### src/rtl/pacman_pkg.sv
// ============================================================================
// Module  : pacman_pkg
// Brief   : Shared constants and state encoding for the BCD conversion engine.
// Revision: 1.0 - initial release
// ============================================================================
`default_nettype none

package pacman_pkg;

  localparam int BCD_WIDTH = 9;
  localparam int DIGIT_W   = 4;

  typedef enum logic [1:0] {
    ST_IDLE  = 2'd0,
    ST_SHIFT = 2'd1,
    ST_DONE  = 2'd2
  } state_t;

endpackage

`default_nettype wire

### src/rtl/bcd_dd_step.sv
// ============================================================================
// Module  : bcd_dd_step
// Brief   : One double-dabble iteration: add-3 on digits >= 5, then shift in a bit.
// Revision: 1.0 - initial release
// ============================================================================
`default_nettype none

module bcd_dd_step
  import pacman_pkg::*;
(
  input  logic [DIGIT_W-1:0] i_hundreds,
  input  logic [DIGIT_W-1:0] i_tens,
  input  logic [DIGIT_W-1:0] i_ones,
  input  logic               i_bit,
  output logic [DIGIT_W-1:0] o_hundreds,
  output logic [DIGIT_W-1:0] o_tens,
  output logic [DIGIT_W-1:0] o_ones
);

  // The adjusted hundreds MSB is shifted out and lost, so only its low bits are kept.
  logic [2:0]         w_h_adj;
  logic [DIGIT_W-1:0] w_t_adj;
  logic [DIGIT_W-1:0] w_o_adj;

  assign w_h_adj = (i_hundreds >= DIGIT_W'(5)) ? (i_hundreds[2:0] + 3'd3) : i_hundreds[2:0];
  assign w_t_adj = (i_tens     >= DIGIT_W'(5)) ? (i_tens + DIGIT_W'(3))   : i_tens;
  assign w_o_adj = (i_ones     >= DIGIT_W'(5)) ? (i_ones + DIGIT_W'(3))   : i_ones;

  assign o_hundreds = {w_h_adj, w_t_adj[3]};
  assign o_tens     = {w_t_adj[2:0], w_o_adj[3]};
  assign o_ones     = {w_o_adj[2:0], i_bit};

endmodule

`default_nettype wire

### src/rtl/bcd_convert_scheduler.sv
// ============================================================================
// Module  : bcd_convert_scheduler
// Brief   : Round-robin shared serial binary-to-BCD converter for display requesters.
// Revision: 1.0 - initial release
// ============================================================================
`default_nettype none

module bcd_convert_scheduler
  import pacman_pkg::*;
#(
  parameter int NREQ  = 2,
  parameter int WIDTH = BCD_WIDTH
) (
  input  logic                      clk,
  input  logic                      reset,
  input  logic [NREQ-1:0]           req,
  input  logic [NREQ*WIDTH-1:0]     bin_in,
  output logic [NREQ-1:0]           ack,
  output logic                      busy,
  output logic                      out_valid,
  output logic [$clog2(NREQ)-1:0]   out_id,
  output logic [DIGIT_W-1:0]        hundreds,
  output logic [DIGIT_W-1:0]        tens,
  output logic [DIGIT_W-1:0]        ones
);

  localparam int              c_idw      = $clog2(NREQ);
  localparam int              c_cw       = $clog2(WIDTH);
  localparam logic [c_cw-1:0] c_cnt_init = c_cw'(WIDTH - 1);

  state_t             r_state;
  state_t             w_state_nxt;
  logic [WIDTH-1:0]   r_shift;
  logic [DIGIT_W-1:0] r_hund;
  logic [DIGIT_W-1:0] r_tens;
  logic [DIGIT_W-1:0] r_ones;
  logic [c_cw-1:0]    r_cnt;
  logic [c_idw-1:0]   r_cur_id;
  logic [c_idw-1:0]   r_last_id;

  logic               w_grant_vld;
  logic [c_idw-1:0]   w_grant_id;
  logic [WIDTH-1:0]   w_operand;
  logic [NREQ-1:0]    w_ack_nxt;
  logic [DIGIT_W-1:0] w_step_h;
  logic [DIGIT_W-1:0] w_step_t;
  logic [DIGIT_W-1:0] w_step_o;

  // Rotating priority: walk offsets from farthest to nearest so the requester
  // closest after last_id is the one left standing.
  always_comb begin
    int k;
    w_grant_vld = 1'b0;
    w_grant_id  = '0;
    k           = 0;
    for (int i = NREQ; i >= 1; i--) begin
      k = int'(r_last_id) + i;
      if (k >= NREQ) k = k - NREQ;
      if (req[k]) begin
        w_grant_vld = 1'b1;
        w_grant_id  = c_idw'(k);
      end
    end
  end

  always_comb begin
    w_operand = '0;
    w_ack_nxt = '0;
    for (int k = 0; k < NREQ; k++) begin
      if (c_idw'(k) == w_grant_id) begin
        w_operand    = bin_in[k*WIDTH +: WIDTH];
        w_ack_nxt[k] = w_grant_vld;
      end
    end
  end

  bcd_dd_step u_step (
    .i_hundreds (r_hund),
    .i_tens     (r_tens),
    .i_ones     (r_ones),
    .i_bit      (r_shift[WIDTH-1]),
    .o_hundreds (w_step_h),
    .o_tens     (w_step_t),
    .o_ones     (w_step_o)
  );

  always_ff @(posedge clk) begin
    if (reset) r_state <= ST_IDLE;
    else       r_state <= w_state_nxt;
  end

  always_comb begin
    w_state_nxt = r_state;
    busy        = (r_state != ST_IDLE);
    case (r_state)
      ST_IDLE:  if (w_grant_vld) w_state_nxt = ST_SHIFT;
      ST_SHIFT: if (r_cnt == '0) w_state_nxt = ST_DONE;
      ST_DONE:  w_state_nxt = ST_IDLE;
      default:  w_state_nxt = ST_IDLE;
    endcase
  end

  // The final iteration's result is loaded straight into the output digits so
  // they are already valid during the DONE cycle alongside out_valid.
  always_ff @(posedge clk) begin
    if (reset) begin
      r_shift   <= '0;
      r_hund    <= '0;
      r_tens    <= '0;
      r_ones    <= '0;
      r_cnt     <= '0;
      r_cur_id  <= '0;
      r_last_id <= c_idw'(NREQ - 1);
      ack       <= '0;
      out_valid <= 1'b0;
      out_id    <= '0;
      hundreds  <= '0;
      tens      <= '0;
      ones      <= '0;
    end else begin
      ack       <= '0;
      out_valid <= 1'b0;
      case (r_state)
        ST_IDLE: begin
          if (w_grant_vld) begin
            r_shift  <= w_operand;
            r_cur_id <= w_grant_id;
            r_hund   <= '0;
            r_tens   <= '0;
            r_ones   <= '0;
            r_cnt    <= c_cnt_init;
            ack      <= w_ack_nxt;
          end
        end
        ST_SHIFT: begin
          r_shift <= {r_shift[WIDTH-2:0], 1'b0};
          r_hund  <= w_step_h;
          r_tens  <= w_step_t;
          r_ones  <= w_step_o;
          r_cnt   <= r_cnt - c_cw'(1);
          if (r_cnt == '0) begin
            hundreds  <= w_step_h;
            tens      <= w_step_t;
            ones      <= w_step_o;
            out_id    <= r_cur_id;
            out_valid <= 1'b1;
            r_last_id <= r_cur_id;
          end
        end
        default: ;
      endcase
    end
  end

endmodule

`default_nettype wire
### config.mk
export PLATFORM = sky130hd
export DESIGN_NAME = bcd_convert_scheduler
export DESIGN_NICKNAME = d
export VERILOG_FILES = /design/src/rtl/pacman_pkg.sv /design/src/rtl/bcd_dd_step.sv /design/src/rtl/bcd_convert_scheduler.sv
export SDC_FILE = /design/constraint.sdc
export NUM_CORES = 1
export LEC_CHECK = 0
export CORE_ASPECT_RATIO = 2
export CORE_MARGIN = 2
export CORE_UTILIZATION = 45
export DETAILED_ROUTE_END_ITERATION = 8
export MAX_ROUTING_LAYER = met4
export PLACE_DENSITY_LB_ADDON = 0.08
export SYNTH_ARGS = -nofsm -noshare
export SYNTH_HDL_FRONTEND = slang
export SYNTH_SLANG_ARGS = --single-unit
### constraint.sdc
create_clock -name clk -period 1.8 [get_ports clk]
set_input_delay 0.27 -clock clk [delete_from_list [all_inputs] [get_ports clk]]
set_output_delay 0.27 -clock clk [all_outputs]
set_load 0.02 [all_outputs]
# --- Word level (Yosys, flattened, before mapping) ---
# Index checks and enable logic that the tools add are counted.
word_totals:
  register_bits: 45
  latchBits: 0
  mem_bits_rw: 0
  mem_bits_ro: 0
  memories: 0
classes:
  addsub: 8
  multipliers: 0
  n_div: 0
  n_lt_le_gt_ge: 7
  n_eq_ne: 3
  shift: 0
  mux: 30
  n_bitwise: 3
  n_reduce_logical: 10
op_table:
  columns: ["operator", "count"]
  rows:
  - ["$lt 32x3->1 const B", 2]
  - ["$mux 32", 2]
  - ["$pmux 4 s2", 4]
  - ["$mux 9", 2]
  - ["$pmux 9 s2", 1]
  - ["$mux 4", 4]
  - ["$mux 1", 13]
  - ["$ge 4x3->1 const B", 3]
  - ["$add 4x2->4 const B", 2]
  - ["$reduce_and 2->1", 4]
  - ["$logic_not 4->1", 1]
  - ["$mux 2", 2]
  - ["$ne 2x2->1 const B", 2]
  - ["$pmux 2 s2", 1]
  - ["$reduce_bool 2->1", 2]
  - ["$sub 3x2->4 const B", 1]
  - ["$sub 4x1->4 const B", 1]
  - ["$add 1x2->3 const B", 1]
  - ["$add 3x2->3 const B", 1]
  - ["$ge 3x2->1 const B", 1]
  - ["$mux 3", 1]
  - ["$not 1->1", 3]
  - ["$reduce_or 3->1", 1]
  - ["$sub 2x2->3 const B", 1]
  - ["5 further kinds", 5]

# --- Logic depth before layout (Yosys ltp) ---
# Gate-level depths: netlist of run 1.
logic_depth:
  depth_word: 11
  mapped_depth: 7
  ltp_nobuf: 6

# --- By module ---
# A second synthesis of run 1 with hierarchy kept.
hier_totals:
  cells_unflattened: 279
  hier_area_um2: 2249.7
modules_own_cells:
  columns: ["mod", "n_inst", "cells_each", "area_per_inst_um2", "seq_area_each_um2"]
  rows:
  - ["bcd_convert_scheduler", 1, 234, 1958.1, 900.9]
  - ["bcd_dd_step", 1, 45, 291.5, 0.0]

# --- Worst setup path before layout of run 1 ---
# No wires, ideal clock.
synth_path:
  kind: "reg-to-reg"
  start: "reg r_ones[1]"
  end: "reg r_ones[2]"
  arrival_time_ps: 1280
  required_ps: 1741
  setup_slack_ps: 461
  stages_incl_launch_ff: 7
  path_buffers: 0
  period_less_slack_ps: 1339
  cell_sequence: "dfxtp_1 -> inv_1 -> ha_1 -> nand2b_1 -> a21oi_1 -> mux2i_1 -> a22o_1"
synth_between:
  elab_chain_cells: 3
  word_cells_on_any_way: 4
  classes_between: "add/sub: 1; order compare: 1; mux: 2"
synth_lines:
  columns: ["item", "line", "rtl"]
  rows:
  - ["start: declaration", "bcd_convert_scheduler.sv:36", "logic [DIGIT_W-1:0] r_ones;"]
  - ["start signal: assignment", "bcd_convert_scheduler.sv:139", "r_ones <= w_step_o;"]
  - ["$add 4x2->4 / $ge 4x3->1 (equally long branches)", "bcd_dd_step.sv:27", "assign w_o_adj = (i_ones >= DIGIT_W'(5)) ? (i_ones + DIGIT_W'(3)) : i_ones;"]
  - ["$mux 4 *", "bcd_dd_step.sv:27", null]
  - ["$pmux 4 s2 *", "bcd_convert_scheduler.sv:123", "case (r_state)"]
# Mark *: on every way between the ends. The rest lies on a longest branch, timed or not.
# A chain may end at the register's enable or synchronous reset.

# --- Worst setup path in the final report of run 1 ---
layout_path:
  start: "reg r_state[1]"
  end: "out busy"
layout_between:
  elab_chain_cells: 1
layout_lines:
  columns: ["item", "line", "rtl"]
  rows:
  - ["start: declaration", "bcd_convert_scheduler.sv:31", "state_t r_state;"]
  - ["start signal: assignment", "bcd_convert_scheduler.sv:89", "else r_state <= w_state_nxt;"]
  - ["$reduce_bool 2->1", "bcd_convert_scheduler.sv:94", "busy = (r_state != ST_IDLE);"]
  - ["end: declaration", "bcd_convert_scheduler.sv:19", "output logic busy,"]
# No other way between the ends.

==> results of run 1 <==
[worst max-delay path, stage by stage (launching register included)]
cell and delay [ps]:
sky130_fd_sc_hd__dfxtp_2 380, sky130_fd_sc_hd__or2_2 320, sky130_fd_sc_hd__dlygate4sd2_1 340
[state kept, by name (all words and copies together) (netlist names), 4 cells and up]
signal	cells
hundreds	4
ones	4
r_cnt	4
r_hund	4
r_ones	4
r_shift	9
r_tens	4
tens	4
[area by class of cell]
type | instances | area (µm²) | share of cell area
Tap cell | 55 | 68.8 | 0.0258
Multi-Input combinational cell | 163 | 1090 | 0.409
Clock buffer | 7 | 86.3 | 0.0323
Sequential cell | 45 | 903 | 0.338
Timing Repair Buffer | 45 | 457 | 0.171
Inverter | 9 | 33.8 | 0.0126
Clock inverter | 1 | 30.0 | 0.0112
[through the flow]
step / hold WS (ps) / setup TNS (ps) / std cells
global route: 484 / 0 / 325
detailed placement: 446 / -677 / 317
finish: 460 / 0 / 325
floorplan: 368 / 0 / 228
CTS: 464 / 0 / 325
global placement: 440 / -328 / 317
[final timing paths]
path | startpoint | endpoint | depth (start not counted)
worst max-delay path | r_state[1] | busy | 2
worst min-delay path | ones[0] | ones[0] | 2
worst max register to register | r_state[0] | r_shift[6] | 3
worst min register to register | ones[0] | ones[0] | 2
[kinds of logic (layout without fill, tap and decap cells)]
logic type | Yosys count | count (layout) | synth area share
DFF | 45 | 45 | 0.428
xor gates and xnor gates | 4 | 4 | 0.0166
muxes | 6 | 6 | 0.0285
buffers and inverters | 20 | 62 | 0.0540
and+or+nand+nor | 86 | 86 | 0.221
adders and majority gates | 8 | 8 | 0.0475
AOI/OAI and AO/OA | 59 | 59 | 0.204
[synth_stat cells (all sizes together), types with 4 or more instances]
cell	instances
nand3	4
ha	8
inv	9
xnor2	4
o2bb2ai	4
a211oi	6
nor2	36
mux2i	6
nand2b	10
nand2	7
nor3	9
nor3b	11
dfxtp	45
a22o	5
a21oi	12
o21ai	11
a21o	5
buf	9
a32o	7
[report_power, final]
group | switching (mW) | internal (mW)
Combinational | 0.307 | 0.275
Sequential | 0.0652 | 1.09
Clock | 0.337 | 0.453
Total | 0.709 | 1.82
[per-layer routing]
metal | GRT usage | vias up | wire length, µm
met2 | 0.388 | 44 | 2730
met1 | 0.224 | 823 | 1760
met3 | 0.0282 | 7 | 131
met4 | 0.0651 | 0 | 78
li1 | - | 886 | -
met5 | - | - | 0
[repair_timing]
item,in CTS,in global routing
setup endpoints to repair,1,0
resized for setup,3,0
hold buffers,0,0
[layout by cell type (no fill, tap or decap), drive strengths merged, types with 2 or more instances in the layout]
master / synthesis / routed
nor2: 36 / 36
mux2i: 6 / 6
buf: 9 / 7
a32o: 7 / 7
dfxtp: 45 / 45
a211oi: 6 / 6
clkbuf: 2 / 7
nor3b: 11 / 11
xnor2: 4 / 4
a22oi: 2 / 2
a21oi: 12 / 12
a21o: 5 / 5
inv: 9 / 9
or2b: 2 / 2
nand2: 7 / 7
nor3: 9 / 9
nand3b: 2 / 2
clkdlybuf4s50: 0 / 37
a22o: 5 / 5
o2bb2ai: 4 / 4
ha: 8 / 8
nand2b: 10 / 10
o21ai: 11 / 11
nand3: 4 / 4
or2: 2 / 2
==> results summary, run 1 <==
The actual transition at the worst max-transition pin is 913 ps. The final worst clock skew came out at 9.66 ps. After layout, the worst setup slack is 196 ps. The number of ports placed on the die boundary is 39. The tightest min-delay check is of the flop to flop type. The die extent in y is 101 µm. The first-pass iteration count of the detailed router is 4. The final routed wirelength across all metal layers came out at 4710 µm. The total global-route track usage is 0.211. The number of flip-flops and latches in the synthesized netlist came out at 45.

The run finished with clean final reports. The share of the Yosys chip area taken by registers is 0.428. For this run, the leading register cell type out of synthesis is sky130_fd_sc_hd__dfxtp_1.

The clock tree synthesis step divided the H-tree into 2 levels. The cell area power density came out at 945 mW/mm². The area growth from synthesis to layout is 26.8%. The number of synthesized flops with an enable pin came out at 0. The area enclosed by the die boundary came out at 0.00528 mm². In this run the worst path has a maximum fanout of 9. The core region area is 0.00455 mm². The via count is 1760. The number of antenna diodes in the final layout is 0. The required time of the worst setup path is 1530 ps.

The fraction of final layout cells sized beyond drive strength 1 is 0.119. The vias per cell came out at 5.42. STA classifies the critical path endpoint as an output port. The final critical-path share of the clock period is 0.891. Buffers added to address setup during post-CTS repair amount to 0. The filler cells instantiated in the layout total 425. The via count of the first global-routing pass came out at 1739. The power after layout is 2.52 mW.

TritonCTS built the clock tree. The worst-skew pair later-pin latency came out at 290 ps. For this run the aggregate overflow at the end of global routing stands at 0. Setup repair after global routing left no endpoint under its margin. The top achievable clock speed came out at 623 MHz. sky130_fd_sc_hd__dfxtp_1 takes more of the synthesized area than any other cell. The pin count of the biggest net entering global routing is 32. The clock input transition at the sequential cells of the worst setup and hold paths came out at 90 ps. The maximum root-to-sink buffer count is 2. The floorplan row count is 35. The post-route standard cell area excluding fillers came out at 0.00267 mm².

The total nets after synthesis came out at 258. The half-perimeter wire length after placement is 3570 µm. The mean area per synthesized cell is 9.24 µm².

The number of port buffers is 38. The final layout contains 299 nets. The async set-or-reset flop fraction in the synthesized netlist is 0.

The post-detailed-route DRC marker count came out at 0. The average wire length per cell after detail routing is 14.5 µm. The initial detailed-routing violation count is 27.

The instance area at placement is 0.00255 mm². The count of nets left with antenna violations after detail routing came out at 0. The routability-driven placement congestion ratio is 0.825. Of the post-synthesis cell area, the dominant cell type holds 0.428.

The post-synthesis instance area came out at 0.00211 mm². The setup path with the least slack is of type flop to output port. The data arrival time of the worst path is 1330 ps.

The number of sinks driven by the clock tree came out at 45. The minimum clock period after layout is 1600 ps. Yosys mapped the design onto 44 distinct sky130hd cell types. The initial antenna violation count came to 0. In this run the clock root is driven by a sky130_fd_sc_hd__clkbuf_8. The initial utilization of the core area, before any placement, comes to 0.463. The final number of max-transition violations is 0. In the post-synthesis netlist, the biggest area contributors are sky130_fd_sc_hd__dfxtp_1, sky130_fd_sc_hd__nor2_1, sky130_fd_sc_hd__ha_1. Synthesis produced a netlist whose cell count is 228. The first-pass GRT wire length is 8180 µm. Max-cap violations in this run came to 0. The register-to-register path setup slack is 250 ps.

For this run, the number of Yosys warnings is 0. The hold violation count in the final report came to 0. The total CTS buffers is 5. The worst-case vdd ir drop is 0.538 mV.

The setup slack after placement came out at -100 ps. Measured against its own limit, the worst slew margin works out to 0.387. STA classifies the critical path startpoint as a flop. The die span in x came out at 52.4 µm. The total leakage power came out at 1.05 nW. The core occupancy in the finished layout came out at 0.587.

The number of setup violations in the final report is 0.
(Power assumes the default switching activity.)
==> run 2, diff against run 1 <==
--- a/config.mk
+++ b/config.mk
@@ -9,6 +9,7 @@
 export CORE_MARGIN = 2
 export CORE_UTILIZATION = 45
 export DETAILED_ROUTE_END_ITERATION = 8
+export GPL_TIMING_DRIVEN = 0
 export MAX_ROUTING_LAYER = met4
 export PLACE_DENSITY_LB_ADDON = 0.08
 export SYNTH_ARGS = -nofsm -noshare
==> run 2 against run 1 <==
Compared with the run above: wire length up 3.2%; worst setup slack got worse by 93 ps; critical path depth up 2; global-route usage rose by 1.1 points; worst hold slack better by 10 ps; die area unchanged; sequential share of layout area grew 0.13 points; via count fell by 0.11%; register-to-register slack lost 20 ps.
==> results summary, run 2 (synthesis results as in run 1) <==
The actual transition at the worst max-transition pin came out at 931 ps (+17.7 ps). The total CTS buffers is 5 (unchanged). The worst register-to-register path ends at r_tens[2].

The top achievable clock speed came out at 589 MHz (-5.5%). The first-pass iteration count of the detailed router is 4 (unchanged). The initial cell density of the core is 0.463 (unchanged). In this run the clock root is driven by a sky130_fd_sc_hd__clkbuf_8.

The number of sinks driven by the clock tree was 45 (unchanged). The number of ports placed on the die boundary came out at 39 (unchanged). The critical path ends at r_shift[7]. The post-CTS setup buffer count came out at 0 (unchanged). The total leakage power is 1.04 nW (-0.81%). Setup repair after global routing could not meet its margin everywhere. TritonCTS built the clock tree. The hold violation count in the final report came out at 0 (unchanged). The required time of the worst setup path is 2050 ps (+520 ps). The number of antenna repair diodes is 0 (unchanged).

The critical path's largest stage delay was 720 ps (+340 ps). The via count is 1758 (-0.11%). The vias per cell is 5.34 (-1.3%). The tightest min-delay check is of the flop to flop type. The most critical setup path has its startpoint at req[0]. The worst-case vdd ir drop came out at 0.566 mV (+5.2%).

The worst setup path is captured at a flop. The signal on the critical path passes through clkdlybuf4s50_1 > nor3_2 > nor3_1 > a32o_1. The CTS H-tree depth is 2 (unchanged). The reported max-cap violation count came out at 0 (unchanged). The leading cell type in the layout, fill and taps excluded is sky130_fd_sc_hd__dfxtp_1. The critical path in this run is classified as input pin to flop. The flip-flop count of the largest register, all copies and words added is 9 (unchanged). The final worst clock skew came to 12.2 ps (+2.57 ps). The area enclosed by the die boundary came out at 0.00528 mm² (unchanged). The final critical-path share of the clock period is 0.943 (+0.0518). The final number of max-transition violations came to 0 (unchanged). The normalized max-slew margin was 0.375 (-0.0119). In this run the critical register-to-register path is launched from r_tens[1]. The worst setup path is launched from an input pin.

The routability-driven placement congestion ratio was 0.806 (-2.2%). The minimum clock period after layout is 1700 ps (+93.3 ps). The worst-skew pair later-pin latency is 300 ps (about the same). The data arrival time of the worst path came out at 1940 ps (+610 ps). The pin count of the biggest net entering global routing came to 15 (-53%).

The depth of the worst register-to-register path came out at 6 (+3). The maximum fanout along the worst path is 8 (-1). The initial detailed-routing violation count is 24 (-11%). The initial antenna violation count came out at 0 (unchanged). The number of port buffers is 38 (unchanged). The register-to-register path setup slack came to 230 ps (-20 ps). The die span in x came out at 52.4 µm (unchanged). The area growth from synthesis to layout came out at 26.1%. The total global-route track usage is 0.222 (+0.0108). The floorplan row count came out at 35 (unchanged). The average wire length per cell after detail routing came to 14.8 µm (+2.0%). The die extent in y is 101 µm (unchanged). The worst hold slack after final layout is 470 ps (+9.99 ps). The first-pass GRT wire length came out at 8390 µm (+2.6%). The layout net count came out at 303 (+1.3%). The count of nets left with antenna violations after detail routing is 0 (unchanged). The number of setup violations in the final report was 0 (unchanged). The run finished with clean final reports.

The post-detailed-route DRC marker count came to 0 (unchanged). The leftover overflow at the end of global routing came out at 0 (unchanged). The half-perimeter wire length after placement came out at 3700 µm (+3.6%). The slowest stage of the critical path belongs to the cell sky130_fd_sc_hd__nor3_1.

The clock input transition at the sequential cells of the worst setup and hold paths is 90 ps (about the same). The maximum root-to-sink buffer count is 2 (unchanged). The final routed wirelength across all metal layers is 4860 µm (+3.2%). The cell area power density came out at 914 mW/mm² (-3.3%). The fraction of final layout cells sized beyond drive strength 1 came out at 0.117 (-0.00173).

The core region area came out at 0.00455 mm² (unchanged). The register with the most flip-flops is r_shift. The via count of the first global-routing pass came out at 1786 (+2.7%).

The final setup TNS came out at 0 ps (unchanged). The library cells used most frequently in the layout, excluding fill and tap cells, are sky130_fd_sc_hd__dfxtp_1, sky130_fd_sc_hd__clkdlybuf4s50_1, sky130_fd_sc_hd__nor2_1.
## run 2: cell types whose count changed in the layout (fill, tap and decap cells not counted), moves of 2 or more
cell,delta
sky130_fd_sc_hd__buf_4,-4
sky130_fd_sc_hd__buf_2,+3
sky130_fd_sc_hd__buf_1,+2
sky130_fd_sc_hd__buf_6,+2
## run 2: worst min path at each step
stage                 end  slack [ps]  startpoint  cells after the start
6_report       r_shift[6]         470  r_shift[6]                      1
5_1_grt           ones[0]         500     ones[0]                      2
4_1_cts        r_shift[5]         470  r_shift[5]                      1
3_5_place_dp   r_shift[5]         450  r_shift[5]                      1
3_3_place_gp   r_shift[6]         440  r_shift[6]                      1
2_1_floorplan  r_state[1]         370       reset                      1
## run 2: where the power goes
group          internal [mW]  total [mW]  switching, mW
clock network          0.312       0.669          0.357
registers               1.09        1.15         0.0605
logic                  0.290       0.614          0.324
total                   1.69        2.43          0.741
## run 2: cell type report
cell class,count,area (µm²)
buffer,11,80.1
clock buffer,6,82.6
clock inverter,2,13.8
fill,415,1900
inverter,9,33.8
multi-input combinational,163,1100
sequential,45,902
tap,55,68.8
timing repair buffer,38,379
## run 2: stage by stage
stage               worst slack, ps  cells  instance area [µm²]  power [mW]  utilization
finish                          102    329                 2660        2.43        0.584
global route                  -3.51    329                 2660        2.57        0.584
CTS                            74.0    329                 2650        2.44        0.582
detailed placement             -236    321                 2560        1.79        0.561
global placement               -233    321                 2560        1.79        0.561
floorplan                       461    228                 2110        1.57            -
## run 2: timing repair
| action | 4_1_cts | 5_1_grt |
|---|---|---|
| endpoints found under the setup margin | 1 | 11 |
| gates resized for setup | 2 | 1 |
| pin swaps | 0 | 0 |
| hold buffers | 0 | 0 |
## run 2: critical path, delay by kind of cell
kind	cells	cell delay (ps)
buffers and inverters	1	560
AO/OA/AOI/OAI	1	290
AND/OR/NAND/NOR	2	830
## run 2: metal layers
| layer | share of wire | wire [µm] | vias to the layer above | GRT usage |
|---|---|---|---|---|
| met5 | 0 | 0 | - | - |
| met4 | 0.024 | 116 | 0 | 0.108 |
| met3 | 0.029 | 143 | 8 | 0.0356 |
| met2 | 0.56 | 2720 | 40 | 0.387 |
| met1 | 0.39 | 1880 | 813 | 0.234 |
| li1 | - | - | 897 | - |
